<file path="src/rtl/led_strip_serializer.sv">
// led_strip_serializer: one shared bit engine that clocks APA102-class frames
// (start frame, one word per LED, end frame) out of every strip's C/D pin pair in parallel.
module led_strip_serializer #(
    parameter int LANES    = 28,
    parameter int LEDS     = 64,
    parameter int CLK_DIV  = 4,
    parameter int END_BITS = 32 * ((LEDS + 63) / 64)
) (
    input  logic                  clk,
    input  logic                  rst,
    input  logic                  start,
    input  logic [4:0]            brightness,
    input  logic                  px_valid,
    output logic                  px_ready,
    input  logic [24*LANES-1:0]   px_data,
    output logic                  busy,
    output logic                  frame_done,
    output logic [LANES-1:0]      led_c,
    output logic [LANES-1:0]      led_d
);
    localparam int DW = CLK_DIV > 1 ? $clog2(CLK_DIV) : 1;
    localparam int LW = $clog2(LEDS + 1);
    localparam int EW = $clog2(END_BITS + 1);

    typedef enum logic [2:0] {IDLE, SOF, LOAD, PIX, EOF} state_t;

    state_t state, next_state;
    logic [DW-1:0] div;
    logic [4:0] bit_cnt;
    logic [LW-1:0] led_cnt;
    logic [EW-1:0] end_cnt;
    logic [4:0] bright;
    logic [31:0] shift [LANES];
    logic [LANES-1:0] shift_next, d_nx;
    logic c, c_nx, ready_nx, busy_nx, done_nx;
    logic serial, hold, ph_end, bit_end, word_end, hs, accept;

    assign serial   = state == SOF || state == PIX || state == EOF;
    assign hold     = next_state == state;
    assign ph_end   = div == DW'(CLK_DIV - 1);
    assign bit_end  = serial && c && ph_end;
    assign word_end = bit_end && bit_cnt == 5'd31;
    assign hs       = state == LOAD && px_valid && px_ready;
    // a start arriving while frame_done is high is the tail of the old frame, not a new request
    assign accept   = state == IDLE && start && !frame_done;
    assign led_c    = {LANES{c}};

    always_ff @(posedge clk) begin
        if (rst) begin
            state      <= IDLE;
            c          <= 1'b0;
            led_d      <= '0;
            px_ready   <= 1'b0;
            busy       <= 1'b0;
            frame_done <= 1'b0;
            div        <= '0;
            bit_cnt    <= '0;
            led_cnt    <= '0;
            end_cnt    <= '0;
            bright     <= '0;
        end else begin
            state      <= next_state;
            c          <= c_nx;
            led_d      <= d_nx;
            px_ready   <= ready_nx;
            busy       <= busy_nx;
            frame_done <= done_nx;
            div        <= serial && hold && !ph_end ? div + DW'(1) : '0;
            bit_cnt    <= state == IDLE ? 5'd0 : (bit_end && state != EOF) ? bit_cnt + 5'd1 : bit_cnt;
            led_cnt    <= state == IDLE ? '0 : (word_end && state == PIX) ? led_cnt + LW'(1) : led_cnt;
            end_cnt    <= state != EOF ? '0 : bit_end ? end_cnt + EW'(1) : end_cnt;
            bright     <= accept ? brightness : bright;
        end
    end

    always_comb begin
        next_state = state;
        case (state)
            IDLE:    next_state = accept ? SOF : IDLE;
            SOF:     next_state = word_end ? LOAD : SOF;
            LOAD:    next_state = hs ? PIX : LOAD;
            PIX:     next_state = !word_end ? PIX : (led_cnt + LW'(1) < LW'(LEDS)) ? LOAD : EOF;
            EOF:     next_state = (bit_end && end_cnt == EW'(END_BITS - 1)) ? IDLE : EOF;
            default: next_state = IDLE;
        endcase
    end

    always_comb begin
        shift_next = '0;
        for (int i = 0; i < LANES; i++) shift_next[i] = shift[i][30];
    end

    // the LED word header is 3'b111, so its first bit is 1 on every lane
    always_comb begin
        c_nx     = serial && hold ? c ^ ph_end : 1'b0;
        ready_nx = next_state == LOAD;
        busy_nx  = next_state != IDLE;
        done_nx  = state == EOF && next_state == IDLE;
        d_nx     = accept ? '0 : hs ? '1 : (state == PIX && next_state == EOF) ? '1 :
                   (state == PIX && hold && bit_end) ? shift_next : led_d;
    end

    always_ff @(posedge clk) begin
        for (int i = 0; i < LANES; i++) begin
            if (hs) shift[i] <= {3'b111, bright, px_data[24*i +: 8], px_data[24*i+8 +: 8], px_data[24*i+16 +: 8]};
            else if (state == PIX && bit_end) shift[i] <= shift[i] << 1;
        end
    end
endmodule

</file>
<file path="config.mk">
export PLATFORM = sky130hd
export DESIGN_NAME = led_strip_serializer
export DESIGN_NICKNAME = d
export VERILOG_FILES = /design/src/rtl/led_strip_serializer.sv
export SDC_FILE = /design/constraint.sdc
export NUM_CORES = 1
export LEC_CHECK = 0
export CAP_MARGIN = 10
export CORE_AREA = 2 2 287 289
export CTS_CLUSTER_DIAMETER = 60
export DETAILED_ROUTE_END_ITERATION = 10
export DIE_AREA = 0 0 289 291
export DONT_BUFFER_PORTS = 1
export GPL_ROUTABILITY_DRIVEN = 0
export PLACE_DENSITY = 0.66
export REMOVE_ABC_BUFFERS = 1
export SLEW_MARGIN = 30
export SYNTH_ARGS = -nofsm -noshare
export SYNTH_HDL_FRONTEND = slang
export SYNTH_SLANG_ARGS = --single-unit
</file>
<file path="constraint.sdc">
create_clock -name clk -period 22.4 [get_ports clk]
set_clock_uncertainty 0.15 [all_clocks]
set_input_delay 2.24 -clock clk [delete_from_list [all_inputs] [get_ports clk]]
set_output_delay 2.24 -clock clk [all_outputs]
set_load 0.1 [all_outputs]
</file>
==> impl_metrics.toml <==
[drt]
drt_iter0_drc = 1658
vias_per_cell = 5.11
vias = 22987
drcViolationCount = 0
drt_first_pass_iters = 6
wirelength_mm = 83.9
drt.antenna.violating_nets = 0
drt-wirelength-per-cell_um = 18.6

[flow_run]
drv_cap = 0

[setup_path]
endpoint_kind = "flip-flop"
timing_worst_setup_path_type = "input pin to flip-flop"
critPathArrivalTime_ns = 7.21
crit_fanout = 110
startpoint_type = "input pin"
worstPathRequired_ns = 22.51

[floorplanning]
dieWidth_um = 289
rows = 105
io_pins = 740
die_h_um = 291
start_util_pct = 47.2
core_area_um2 = 81200
die_area_um2 = 84100

[layout]
fin_nets = 4013
final_common_cell = "nand2_1"
final_cell_mix = "1876 x nand2_1, 867 x edfxtp_1, 135 x a21o_1"
final_layout_size_suffix_gt1_share_pct = 5.69
syn_to_final_growth_pct = 10.2

[synth]
netlist_instances = 3415
yosys.area.top_type = "edfxtp_1"
yosysTopAreaCellShare_pct = 68.0
yosys_warnings = 0
async_reset_ff_share_pct = 0
synth_cell_type_count = 41
syn_area_per_cell_um2 = 11.2
syn-cell-area_um2 = 38300
synth_area_leaders = "edfxtp_1 68%, nand2_1 18%, dfxtp_1 3.2%"
ys.flop_type = "edfxtp_1"
synth_edf_count = 867
ys_seq_area_share_pct = 71.2
synth-seq-cells = 928

[cts]
worstSkewPairLatency_ns = 0.65
clock_sinks = 928
ctsResizeCount = 0
htreeDepth = 3
cts_tree = "yes"
clk_pin_slew_ns = 0.06
post-cts-setup-buffers = 0
cts_max_path_buffers = 3
cts_hold_buffers = 0
cts_root_buffer = "clkbuf_16"
numCtsBuffers = 99

[global_route]
grt_max_degree = 193
grt-ovfl-total = 0
track_usage_pct = 19.3
grt_use_met2_pct = 31.7
use_met1_pct = 23.7
grt_use_met3_pct = 6.03
grt_pass1_vias = 22272
grt.busiest_layer = "met2"
grt_first_pass_wirelength_mm = 126
antenna_found_initial = 25

[placed_design]
dp_hpwl_mm = 55.3
port-buffer-count = 0

[sta]
fin_hold_ws_ns = 0.295
slew_violations = 0
setup_tns_ns = 0
finalCritPeriodShare_pct = 31.7
hold_viol_final = 0
timing.fmax_mhz = 141
setup_viol = 0
worst_slew_pin_slew_ns = 1.02
post-route-min-period_ns = 7.10
rsz0062_at_grt = "no"
slew_headroom_pct = 31.7

[pwr]
p_leak_nw = 17.4
ir_drop_mv = 0.0685
power_density_nw_per_um2 = 85.0

[run_status]
outcome = "finished, final reports clean"

[hold_path]
hold_path.class = "flip-flop to flip-flop"
==> kinds of logic after synthesis <==
logic type / synth area share, %
simple gates: 20.7
flops: 71.2
buf+inv: 3.09
compound gates: 4.38
xor+xnor: 0.252
mux: 0.209
fa+ha+maj: 0.163
==> where the power goes <==
part | internal, mW | total (mW) | leakage [nW] | switching (mW)
Clock | 0.931 | 1.61 | 1.59 | 0.679
Sequential | 1.89 | 1.89 | 8.50 | 0.00205
Combinational | 0.0350 | 0.0820 | 7.30 | 0.0470
==> path summary, 6_finish.rpt <==
check                           cells past startpoint              start  slack [ns]                        end
worst max-delay path                                8           px_valid       15.30  shift[6][0]$_SDFFCE_PP0P_
worst min-delay path                                1  div[0]$_SDFF_PP0_        0.30          div[0]$_SDFF_PP0_
worst min register to register                      1  div[0]$_SDFF_PP0_        0.30          div[0]$_SDFF_PP0_
worst max register to register                      9       c$_SDFF_PP0_       15.53  shift[6][0]$_SDFFCE_PP0P_
==> Yosys cell counts (all sizes together) (2+ instances only) <==
library cell / instances
and4b: 2
o21ai: 5
a22o: 28
nand4: 4
a21oi: 9
nor2: 21
mux2i: 8
nand2: 1878
dfxtp: 61
nand3: 7
or2: 4
xor2: 7
nand2b: 56
or3: 4
buf: 156
and2: 34
o221a: 27
a21o: 135
nor2b: 5
a31oi: 2
ha: 5
clkbuf: 69
inv: 2
nor3: 4
and3: 2
xnor2: 4
edfxtp: 867
==> metrics by stage <==
step | setup WS, ns | instances | cell area (µm²) | util (%) | power [mW]
after global routing | 14.89 | 4501 | 42200 | 52.0 | 3.70
after detailed placement | 14.15 | 4294 | 38800 | 47.8 | 2.01
after global placement | 13.92 | 4294 | 38800 | 47.8 | 2.01
final | 15.30 | 4501 | 42200 | 52.0 | 3.59
after floorplan | -46.66 | 3190 | 37100 | - | 2.00
after CTS | 14.82 | 4479 | 42100 | 51.8 | 3.62
==> worst max-delay path, cell delays in order <==
cell and delay (ns):
nand4b_1 0.27, nand2_4 0.82, buf_12 0.43, buf_16 0.46, buf_6 0.67, buf_4 0.76
buf_6 0.64, buf_6 0.65
==> state kept, by name, indices dropped and copies added, names as in the netlist <==
| signal | flops |
|---|---|
| state | 3 |
| bright | 5 |
| c | 1 |
| led_cnt | 7 |
| shift | 868 |
| frame_done | 1 |
| bit_cnt | 5 |
| px_ready | 1 |
| div | 2 |
| busy | 1 |
| led_d | 28 |
| end_cnt | 6 |
==> routing by layer <==
layer	wire [µm]	part of all wire [%]
met4	2660	3.2
met2	41500	50
met5	80	0.095
met3	6960	8.3
met1	32600	39
==> final cells by class <==
| cell class | instances | area, µm² |
|---|---|---|
| inverter | 2 | 7.51 |
| timing repair buffer | 36 | 405 |
| clock inverter | 62 | 589 |
| sequential | 928 | 27300 |
| antenna | 20 | 50.0 |
| multi-input combinational | 2260 | 9870 |
| fill | 7046 | 39000 |
| tap | 1070 | 1340 |
| clock buffer | 123 | 2660 |
Note: power is estimated with default switching activity, not from simulation.
